==> src/rtl/gps_acq_controller_if.sv <==
// Control/status bus between the acquisition sequencer and the correlator,
// doppler and max-index datapath.
interface gps_acq_controller_if;
  logic        start;
  logic        abort;
  logic        dump_flag;
  logic [7:0]  max_id;
  logic [31:0] max_sum;
  logic [31:0] threshold;
  logic [9:0]  phase;
  logic [31:0] doppler_tw;
  logic        busy;
  logic        locked;
  logic        fail;
  logic [7:0]  lock_id;
  logic [31:0] best_sum;
  logic [9:0]  best_phase;

  modport master (
    output start, abort, dump_flag, max_id, max_sum, threshold,
    input  phase, doppler_tw, busy, locked, fail, lock_id, best_sum, best_phase
  );

  modport slave (
    input  start, abort, dump_flag, max_id, max_sum, threshold,
    output phase, doppler_tw, busy, locked, fail, lock_id, best_sum, best_phase
  );
endinterface

==> src/rtl/gps_acq_controller.sv <==
// Acquisition sequencer: sweeps code-phase windows and doppler bins, samples the
// correlator peak once per accumulation period and confirms a detection into lock.
module gps_acq_controller #(
  parameter int          NUM_BINS  = 5,
  parameter logic [31:0] TW_MIN    = 32'h0000_0000,
  parameter logic [31:0] TW_STEP   = 32'h0000_0100,
  parameter int          WIN_STEP  = 32,
  parameter int          CONFIRM_N = 3
) (
  input logic                 CLK_16M,
  input logic                 RST,
  gps_acq_controller_if.slave bus
);

  typedef enum logic [2:0] {
    ST_IDLE    = 3'd0,
    ST_SETTLE  = 3'd1,
    ST_DWELL   = 3'd2,
    ST_CONFIRM = 3'd3,
    ST_ADVANCE = 3'd4,
    ST_LOCKED  = 3'd5,
    ST_FAIL    = 3'd6
  } state_t;

  localparam logic [10:0] WIN_STEP_C  = 11'(WIN_STEP);
  localparam logic [10:0] PHASE_MAX_C = 11'd1022;
  localparam logic [7:0]  LAST_BIN_C  = 8'(NUM_BINS - 1);
  localparam logic [3:0]  CONFIRM_C   = 4'(CONFIRM_N);

  state_t      state_r, state_s;
  logic        dump_d_r;
  logic [9:0]  phase_r, phase_s;
  logic [31:0] tw_r, tw_s;
  logic [7:0]  bin_r, bin_s;
  logic [3:0]  cnt_r, cnt_s;
  logic        busy_r, busy_s;
  logic        locked_r, locked_s;
  logic        fail_r, fail_s;
  logic [7:0]  lock_id_r, lock_id_s;
  logic [31:0] best_sum_r, best_sum_s;
  logic [9:0]  best_phase_r, best_phase_s;

  logic        ev_s;
  logic        above_thr_s;
  logic        above_best_s;
  logic [10:0] phase_sum_s;
  logic [3:0]  cnt_inc_s;

  // A period end that coincides with a start/abort pulse belongs to the old configuration.
  assign ev_s         = bus.dump_flag & ~dump_d_r & ~bus.start & ~bus.abort;
  assign above_thr_s  = $signed(bus.max_sum) > $signed(bus.threshold);
  assign above_best_s = $signed(bus.max_sum) > $signed(best_sum_r);
  assign phase_sum_s  = {1'b0, phase_r} + WIN_STEP_C;
  assign cnt_inc_s    = cnt_r + 4'd1;

  // Next-state and next-output logic of the search sequencer.
  always_comb begin
    state_s      = state_r;
    phase_s      = phase_r;
    tw_s         = tw_r;
    bin_s        = bin_r;
    cnt_s        = cnt_r;
    busy_s       = busy_r;
    locked_s     = locked_r;
    fail_s       = fail_r;
    lock_id_s    = lock_id_r;
    best_sum_s   = best_sum_r;
    best_phase_s = best_phase_r;
    if (bus.abort) begin
      state_s  = ST_IDLE;
      busy_s   = 1'b0;
      locked_s = 1'b0;
      fail_s   = 1'b0;
    end else begin
      case (state_r)
        ST_IDLE, ST_LOCKED, ST_FAIL: begin
          if (bus.start) begin
            state_s      = ST_SETTLE;
            phase_s      = 10'd0;
            tw_s         = TW_MIN;
            bin_s        = 8'd0;
            cnt_s        = 4'd0;
            best_sum_s   = 32'h8000_0000;
            best_phase_s = 10'd0;
            locked_s     = 1'b0;
            fail_s       = 1'b0;
            busy_s       = 1'b1;
          end else begin
            state_s = state_r;
          end
        end
        ST_SETTLE: begin
          if (ev_s) begin
            state_s = ST_DWELL;
          end else begin
            state_s = ST_SETTLE;
          end
        end
        ST_DWELL: begin
          if (ev_s) begin
            if (above_best_s) begin
              best_sum_s   = bus.max_sum;
              best_phase_s = phase_r;
            end else begin
              best_sum_s = best_sum_r;
            end
            if (above_thr_s) begin
              lock_id_s = bus.max_id;
              cnt_s     = 4'd1;
              if (CONFIRM_C == 4'd1) begin
                state_s  = ST_LOCKED;
                locked_s = 1'b1;
                busy_s   = 1'b0;
              end else begin
                state_s = ST_CONFIRM;
              end
            end else begin
              state_s = ST_ADVANCE;
            end
          end else begin
            state_s = ST_DWELL;
          end
        end
        ST_CONFIRM: begin
          if (ev_s) begin
            if (above_thr_s) begin
              cnt_s = cnt_inc_s;
              if (cnt_inc_s == CONFIRM_C) begin
                state_s  = ST_LOCKED;
                locked_s = 1'b1;
                busy_s   = 1'b0;
              end else begin
                state_s = ST_CONFIRM;
              end
            end else begin
              state_s = ST_ADVANCE;
            end
          end else begin
            state_s = ST_CONFIRM;
          end
        end
        ST_ADVANCE: begin
          if (phase_sum_s <= PHASE_MAX_C) begin
            phase_s = phase_sum_s[9:0];
            state_s = ST_SETTLE;
          end else begin
            // Window sweep exhausted for this bin: move to the next doppler bin or give up.
            phase_s = 10'd0;
            if (bin_r < LAST_BIN_C) begin
              bin_s   = bin_r + 8'd1;
              tw_s    = tw_r + TW_STEP;
              state_s = ST_SETTLE;
            end else begin
              state_s = ST_FAIL;
              fail_s  = 1'b1;
              busy_s  = 1'b0;
            end
          end
        end
        default: begin
          state_s = ST_IDLE;
        end
      endcase
    end
  end

  // State, edge-detect and output registers.
  always_ff @(posedge CLK_16M or posedge RST) begin
    if (RST) begin
      state_r      <= ST_IDLE;
      dump_d_r     <= 1'b0;
      phase_r      <= 10'd0;
      tw_r         <= TW_MIN;
      bin_r        <= 8'd0;
      cnt_r        <= 4'd0;
      busy_r       <= 1'b0;
      locked_r     <= 1'b0;
      fail_r       <= 1'b0;
      lock_id_r    <= 8'd0;
      best_sum_r   <= 32'd0;
      best_phase_r <= 10'd0;
    end else begin
      state_r      <= state_s;
      dump_d_r     <= bus.dump_flag;
      phase_r      <= phase_s;
      tw_r         <= tw_s;
      bin_r        <= bin_s;
      cnt_r        <= cnt_s;
      busy_r       <= busy_s;
      locked_r     <= locked_s;
      fail_r       <= fail_s;
      lock_id_r    <= lock_id_s;
      best_sum_r   <= best_sum_s;
      best_phase_r <= best_phase_s;
    end
  end

  assign bus.phase      = phase_r;
  assign bus.doppler_tw = tw_r;
  assign bus.busy       = busy_r;
  assign bus.locked     = locked_r;
  assign bus.fail       = fail_r;
  assign bus.lock_id    = lock_id_r;
  assign bus.best_sum   = best_sum_r;
  assign bus.best_phase = best_phase_r;

endmodule

==> src/flat_wrapper.sv <==
// flat-port wrapper written by rule: the top's interface ports become plain ports
module gps_acq_controller_flat 
#(
  parameter int          NUM_BINS  = 5,
  parameter logic [31:0] TW_MIN    = 32'h0000_0000,
  parameter logic [31:0] TW_STEP   = 32'h0000_0100,
  parameter int          WIN_STEP  = 32,
  parameter int          CONFIRM_N = 3
)
  (CLK_16M, RST, bus_start, bus_abort, bus_dump_flag, bus_max_id, bus_max_sum, bus_threshold, bus_phase, bus_doppler_tw, bus_busy, bus_locked, bus_fail, bus_lock_id, bus_best_sum, bus_best_phase);
  gps_acq_controller_if bus_i ();
  input logic CLK_16M;
  input logic RST;
  input wire logic [$bits(bus_i.start)-1:0] bus_start;
  input wire logic [$bits(bus_i.abort)-1:0] bus_abort;
  input wire logic [$bits(bus_i.dump_flag)-1:0] bus_dump_flag;
  input wire logic [$bits(bus_i.max_id)-1:0] bus_max_id;
  input wire logic [$bits(bus_i.max_sum)-1:0] bus_max_sum;
  input wire logic [$bits(bus_i.threshold)-1:0] bus_threshold;
  output wire logic [$bits(bus_i.phase)-1:0] bus_phase;
  output wire logic [$bits(bus_i.doppler_tw)-1:0] bus_doppler_tw;
  output wire logic [$bits(bus_i.busy)-1:0] bus_busy;
  output wire logic [$bits(bus_i.locked)-1:0] bus_locked;
  output wire logic [$bits(bus_i.fail)-1:0] bus_fail;
  output wire logic [$bits(bus_i.lock_id)-1:0] bus_lock_id;
  output wire logic [$bits(bus_i.best_sum)-1:0] bus_best_sum;
  output wire logic [$bits(bus_i.best_phase)-1:0] bus_best_phase;
  assign bus_i.start = bus_start;
  assign bus_i.abort = bus_abort;
  assign bus_i.dump_flag = bus_dump_flag;
  assign bus_i.max_id = bus_max_id;
  assign bus_i.max_sum = bus_max_sum;
  assign bus_i.threshold = bus_threshold;
  assign bus_phase = bus_i.phase;
  assign bus_doppler_tw = bus_i.doppler_tw;
  assign bus_busy = bus_i.busy;
  assign bus_locked = bus_i.locked;
  assign bus_fail = bus_i.fail;
  assign bus_lock_id = bus_i.lock_id;
  assign bus_best_sum = bus_i.best_sum;
  assign bus_best_phase = bus_i.best_phase;
  gps_acq_controller #(.NUM_BINS(NUM_BINS), .TW_MIN(TW_MIN), .TW_STEP(TW_STEP), .WIN_STEP(WIN_STEP), .CONFIRM_N(CONFIRM_N)) u_core (.CLK_16M(CLK_16M), .RST(RST), .bus(bus_i));
endmodule
==> config.mk <==
export PLATFORM = sky130hd
export DESIGN_NAME = gps_acq_controller_flat
export DESIGN_NICKNAME = d
export VERILOG_FILES = /design/src/rtl/gps_acq_controller_if.sv /design/src/rtl/gps_acq_controller.sv /design/src/flat_wrapper.sv
export SDC_FILE = /design/constraint.sdc
export NUM_CORES = 1
export LEC_CHECK = 0
export CORE_MARGIN = 3
export CORE_UTILIZATION = 23
export CTS_CLUSTER_SIZE = 24
export DETAILED_ROUTE_END_ITERATION = 8
export SYNTH_ARGS = -nofsm -noshare
export SYNTH_HDL_FRONTEND = slang
export SYNTH_SLANG_ARGS = --single-unit
==> constraint.sdc <==
create_clock -name CLK_16M -period 3.2 [get_ports CLK_16M]
set_clock_uncertainty 0.15 [all_clocks]
set_input_delay 0.64 -clock CLK_16M [delete_from_list [all_inputs] [get_ports CLK_16M]]
set_output_delay 0.64 -clock CLK_16M [all_outputs]
set_load 0.01 [all_outputs]
* Word level (Yosys, flattened, before mapping) *
Index checks and enable logic that the tools add are counted.

word-level totals
  logic and storage cells = 116
  output and inout bits = 95
  register bits = 111
  input port bits = 77

operators by class
  bitwise gates (word level) = 6
  mux-type cells = 53
  $add $sub $neg = 4
  magnitude comparators = 4
  eq/ne operators = 21
  reduce and logical (&&, ||, !) cells = 16

operator list
  cell                   number
  $mux 32                6
  $pmux 32 s2            2
  $gt 32x32->1           2
  $mux 10                4
  $pmux 10 s2            2
  $add 32x9->32 const B  1
  $mux 3                 9
  $mux 8                 3
  $mux 4                 5
  $pmux 8 s2             1
  $mux 1                 15
  $pmux 3 s5             1
  $reduce_and 5->1       3
  $reduce_and 7->1       2
  $ne 2x1->1 const B     6
  $pmux 4 s3             1
  $add 10x6->11 const B  1
  $le 11x10->1 const B   1
  $eq 3x3->1 const B     3
  $ne 3x2->1 const B     3
  $ne 3x3->1 const B     3
  $reduce_bool 3->1      3
  $add 8x1->8 const B    1
  $lt 8x3->1 const B     1
  16 further kinds       25

* Depth between registers and ports, before layout *
  depth after elaboration = 7
  depth in mapped cells = 11
  gate-level depth less buffers = 9

* Least setup slack after synthesis *
OpenSTA, ideal clock, no wires.

  path kind = input to register
  start point = input bus_max_sum[26]
  end point = register u_core.best_sum_r[31], in the netlist u_core.bus.best_sum[31]
  arrival time = 2.878 ns
  path buffers = 2
  path slack = 0.027 ns
  required time = 2.904 ns
  stages = 10
  library setup time = 0.146 ns
  path through = ha_1 -> nand4_1 -> nor4_1 -> a32o_1 -> a21oi_1 -> o31ai_1 -> and2_1 -> clkbuf_1 -> buf_1 -> a22oi_1

between the ends
  cells in the longest elaborated chain, start to end = 3

ends and longest elaborated chain
  item                        line                       RTL
  start, declared             flat_wrapper.sv:18         input wire logic [$bits(bus_i.max_sum)-1:0] bus_max_sum;
  $gt 32x32->1                gps_acq_controller.sv:52   assign above_best_s = $signed(bus.max_sum) > $signed(best_sum_r);
  $ne 2x1->1 (no line)        n/a
  $reduce_and 5->1 (no line)  n/a
  end signal, assigned        gps_acq_controller.sv:193  best_sum_r <= best_sum_s;
  end, declared               gps_acq_controller.sv:40   logic [31:0] best_sum_r, best_sum_s;

No other way between the ends.
A chain may end at the register's enable or synchronous reset.

* Worst setup path in the final report *
  start point = input bus_threshold[22]
  end point = register u_core.lock_id_r[6], in the netlist u_core.bus.lock_id[6]

between the ends
  cells in the longest elaborated chain, start to end = 2

ends and longest elaborated chain
  item                        line                       RTL
  start, declared             flat_wrapper.sv:19         input wire logic [$bits(bus_i.threshold)-1:0] bus_threshold;
  $gt 32x32->1                gps_acq_controller.sv:51   assign above_thr_s = $signed(bus.max_sum) > $signed(bus.threshold);
  $reduce_and 4->1 (no line)  n/a
  end signal, assigned        gps_acq_controller.sv:192  lock_id_r <= lock_id_s;
  end, declared               gps_acq_controller.sv:39   logic [7:0] lock_id_r, lock_id_s;

No other way between the ends.

==> results by group <==
Run status
  – Status: completed

Floorplanning
  – Total core area: 25,500 um2
  – Io pins: 172
  – DIE AREA: 28,200 um2
  – Cell row count: 58
  – Die W: 168 um
  – Initial Utilization: 0.236
  – Die height: 168 um

CTS
  – Clock-pin slew on the worst setup and hold paths: 0.07 ns
  – CTS tree: done
  – Num CTS Buffers: 9
  – Clock Latency Late Sink: 0.36 ns
  – CTS Hold Bufs: 0
  – Maximum clock path buffer count: 2
  – Clk sinks: 94
  – H-tree depth: 3
  – Clock Tree Root: clkbuf_16

Worst setup path
  – Critical-path maximum fanout: 8
  – Worst reg2reg endpoint: u_core.bus.best_sum[30]
  – Worst setup SP type: input port
  – Worst r2r path cells: 11
  – Crit path DAT: 3.22 ns
  – Reg-to-Reg Start: u_core.bus.best_sum[27]
  – Crit end category: flip-flop
  – Reg2reg setup slack: 0.19 ns
  – CP Data Required Time: 3.29 ns
  – Setup CP Type: input port to flip-flop
  – Setup crit end: u_core.bus.lock_id[6]
  – CP startpoint: bus_threshold[22]

Yosys
  – Mapped Cells: 646
  – Top cells by count, synth: 94 x dfrtp_1, 78 x inv_1, 69 x ha_1
  – Mapped Area: 6020 um2
  – Yosys warning count: 0
  – Post-synth top area cell: dfrtp_1
  – Cell variety after synth: 59
  – Post-synth EDFFs: 0
  – Main synth FF type: dfrtp_1
  – Synth async-reset ratio: 1.00
  – Post-synthesis register bit count: 94
  – Top cells by area, synth: dfrtp_1 39%, ha_1 14%, a22o_1 5.2%
  – Count leader, synth: dfrtp_1
  – Synth Area per Inst: 9.32 um2
  – Seq/Total Area, Yosys: 0.391
  – Post-synth top area share: 0.391

Final layout
  – Antenna cells: 0
  – Final nets: 1,014
  – Share of post-route cells with drive strength above 1: 0.208
  – Area delta synth->final: 55.8%
  – Post-route insts no fill: 1,203
  – Post-route cell area: 9380 um2

Detailed routing
  – DR vias: 5,575
  – WL final: 19,500 um
  – Initial DRC count: 249
  – Routed wire per std cell: 16.2 um
  – Vias per inst: 4.63
  – Drc violations: 0
  – Post-DRT Antenna Nets: 0
  – Drt first pass iters: 4

Place
  – Place WS: -0.655 ns
  – Final Wtd Congestion: 0.805
  – Detailed placement HPWL: 13,400 um
  – Post-DP Area: 8390 um2
  – Post-placement cell count: 1,170
  – Port bufs: 158

Timing
  – WHS: 0.362 ns
  – Worst-margin pin slew: 0.584 ns
  – Fin worst setup slack: 0.0728 ns
  – Final setup vio count: 0
  – Final min period: 3.13 ns
  – Fmax: 320 MHz
  – Rel. slew slack: 0.609
  – Final hold vios: 0
  – Final period util: 0.977
  – Final Max Tran Viols: 0

Power and ir drop
  – Total power: 0.00299 W
  – Leakage: 4.29 nW
  – VDD IR-drop max: 0.000292 V
  – Cell area power density: 319 nW/um2

Global route
  – All-Layer GR Usage: 0.133
  – Vias in the first global route: 5,651
  – Initial antenna violation count: 0
  – First-pass GRT wire length: 30,300 um
  – GRT overflow: 0
  – Pin count of the biggest net entering global routing: 95

Min path
  – Worst min-delay path category: flip-flop to flip-flop

Job
  – Max Cap Violations: 0
-- cells in the final DEF (no fill, tap or decap), types with 6 or more instances in the layout --
cell type / n
nor2b_1: 8
dfrtp_1: 94
xor2_1: 10
ha_1: 47
mux2_4: 8
o21ai_0: 23
nand2_1: 44
ha_4: 22
xnor2_1: 7
nor2_1: 38
inv_2: 15
and3_1: 7
inv_1: 62
buf_4: 68
nand3_1: 19
a21o_1: 6
a21oi_2: 6
clkbuf_16: 11
or3_1: 8
a21oi_1: 34
dlygate4sd2_1: 28
a22o_1: 36
clkdlybuf4s50_1: 112
nand4_1: 20
dlymetal6s2s_1: 17
conb_1: 13
nor3_1: 6
-- per-layer routing --
metal  track usage  vias up  wire [um]
met5             0        -          0
met4        0.0406        0        308
met3        0.0216       18        911
met2         0.222      142       9180
met1         0.179     2698       9130
li1              -     2717          -
-- where the power goes --
| group | switching [W] | internal (W) |
|---|---|---|
| clock | 0.000582 | 0.000557 |
| sequential | 0.0000224 | 0.00121 |
| combinational | 0.000304 | 0.000313 |
| total | 0.000908 | 0.00208 |
-- sequential cells by signal, summed over array words and instances, names as in the netlist, 3 cells and up --
signal and count:
u_core.bus.best_sum 32, u_core.bus.doppler_tw 24, u_core.bin_r 8, u_core.bus.lock_id 8, u_core.bus.best_phase 6, u_core.bus.phase 5, u_core.cnt_r 4, u_core.state_r 3
-- critical path: stages --
cell	delay [ns]
clkdlybuf4s50_1	0.46
inv_1	0.04
ha_1	0.30
nand4_1	0.22
nor4_4	0.27
buf_4	0.15
o31a_1	0.17
o211ai_1	0.15
or3_4	0.47
mux2_4	0.33
-- per-stage QoR --
stage               setup TNS (ns)   util
finish                           0  0.368
global route                -0.249  0.368
global placement            -28.19  0.329
floorplan                        0      -
CTS                              0  0.352
detailed placement          -27.92  0.329
-- logic make-up (layout without fill, tap and decap cells) --
group                    Yosys count  in the layout  synth area share
AND/OR/NAND/NOR                  188            188             0.163
AO/OA/AOI/OAI                    146            146             0.167
buffers and inverters            116            331            0.0833
flip-flops                        94             94             0.391
adder cells (fa/ha/maj)           69             69             0.143
XOR/XNOR                          17             17            0.0247
multiplexers                      15             15            0.0274
other                              1             13          0.000623
-- layout make-up --
| class | count | area [um2] |
|---|---|---|
| fill | 2561 | 16100 |
| timing repair buffer | 237 | 2310 |
| tap | 330 | 413 |
| multi-input combinational | 448 | 3720 |
| inverter | 78 | 297 |
| sequential | 94 | 2350 |
| clock inverter | 7 | 75.1 |
| clock buffer | 9 | 225 |
-- worst min path at each step --
stage,startpoint,end,cells past startpoint
finish,u_core.bus.locked,u_core.bus.locked,1
global route,u_core.bus.best_phase[7],u_core.bus.best_phase[7],1
global placement,u_core.bin_r[7],u_core.bin_r[7],2
CTS,u_core.bus.lock_id[1],u_core.bus.lock_id[1],1
floorplan,u_core.bin_r[7],u_core.bin_r[7],2
detailed placement,u_core.bus.locked,u_core.bus.locked,1
-- repair_timing --
| item | CTS | global route |
|---|---|---|
| buffers inserted | 7 | 6 |
| resized for setup | 66 | 71 |
| gates cloned | 3 | 2 |
| pin swaps | 20 | 26 |
| endpoints found under the setup margin | 49 | 49 |
(Power assumes the default switching activity.)
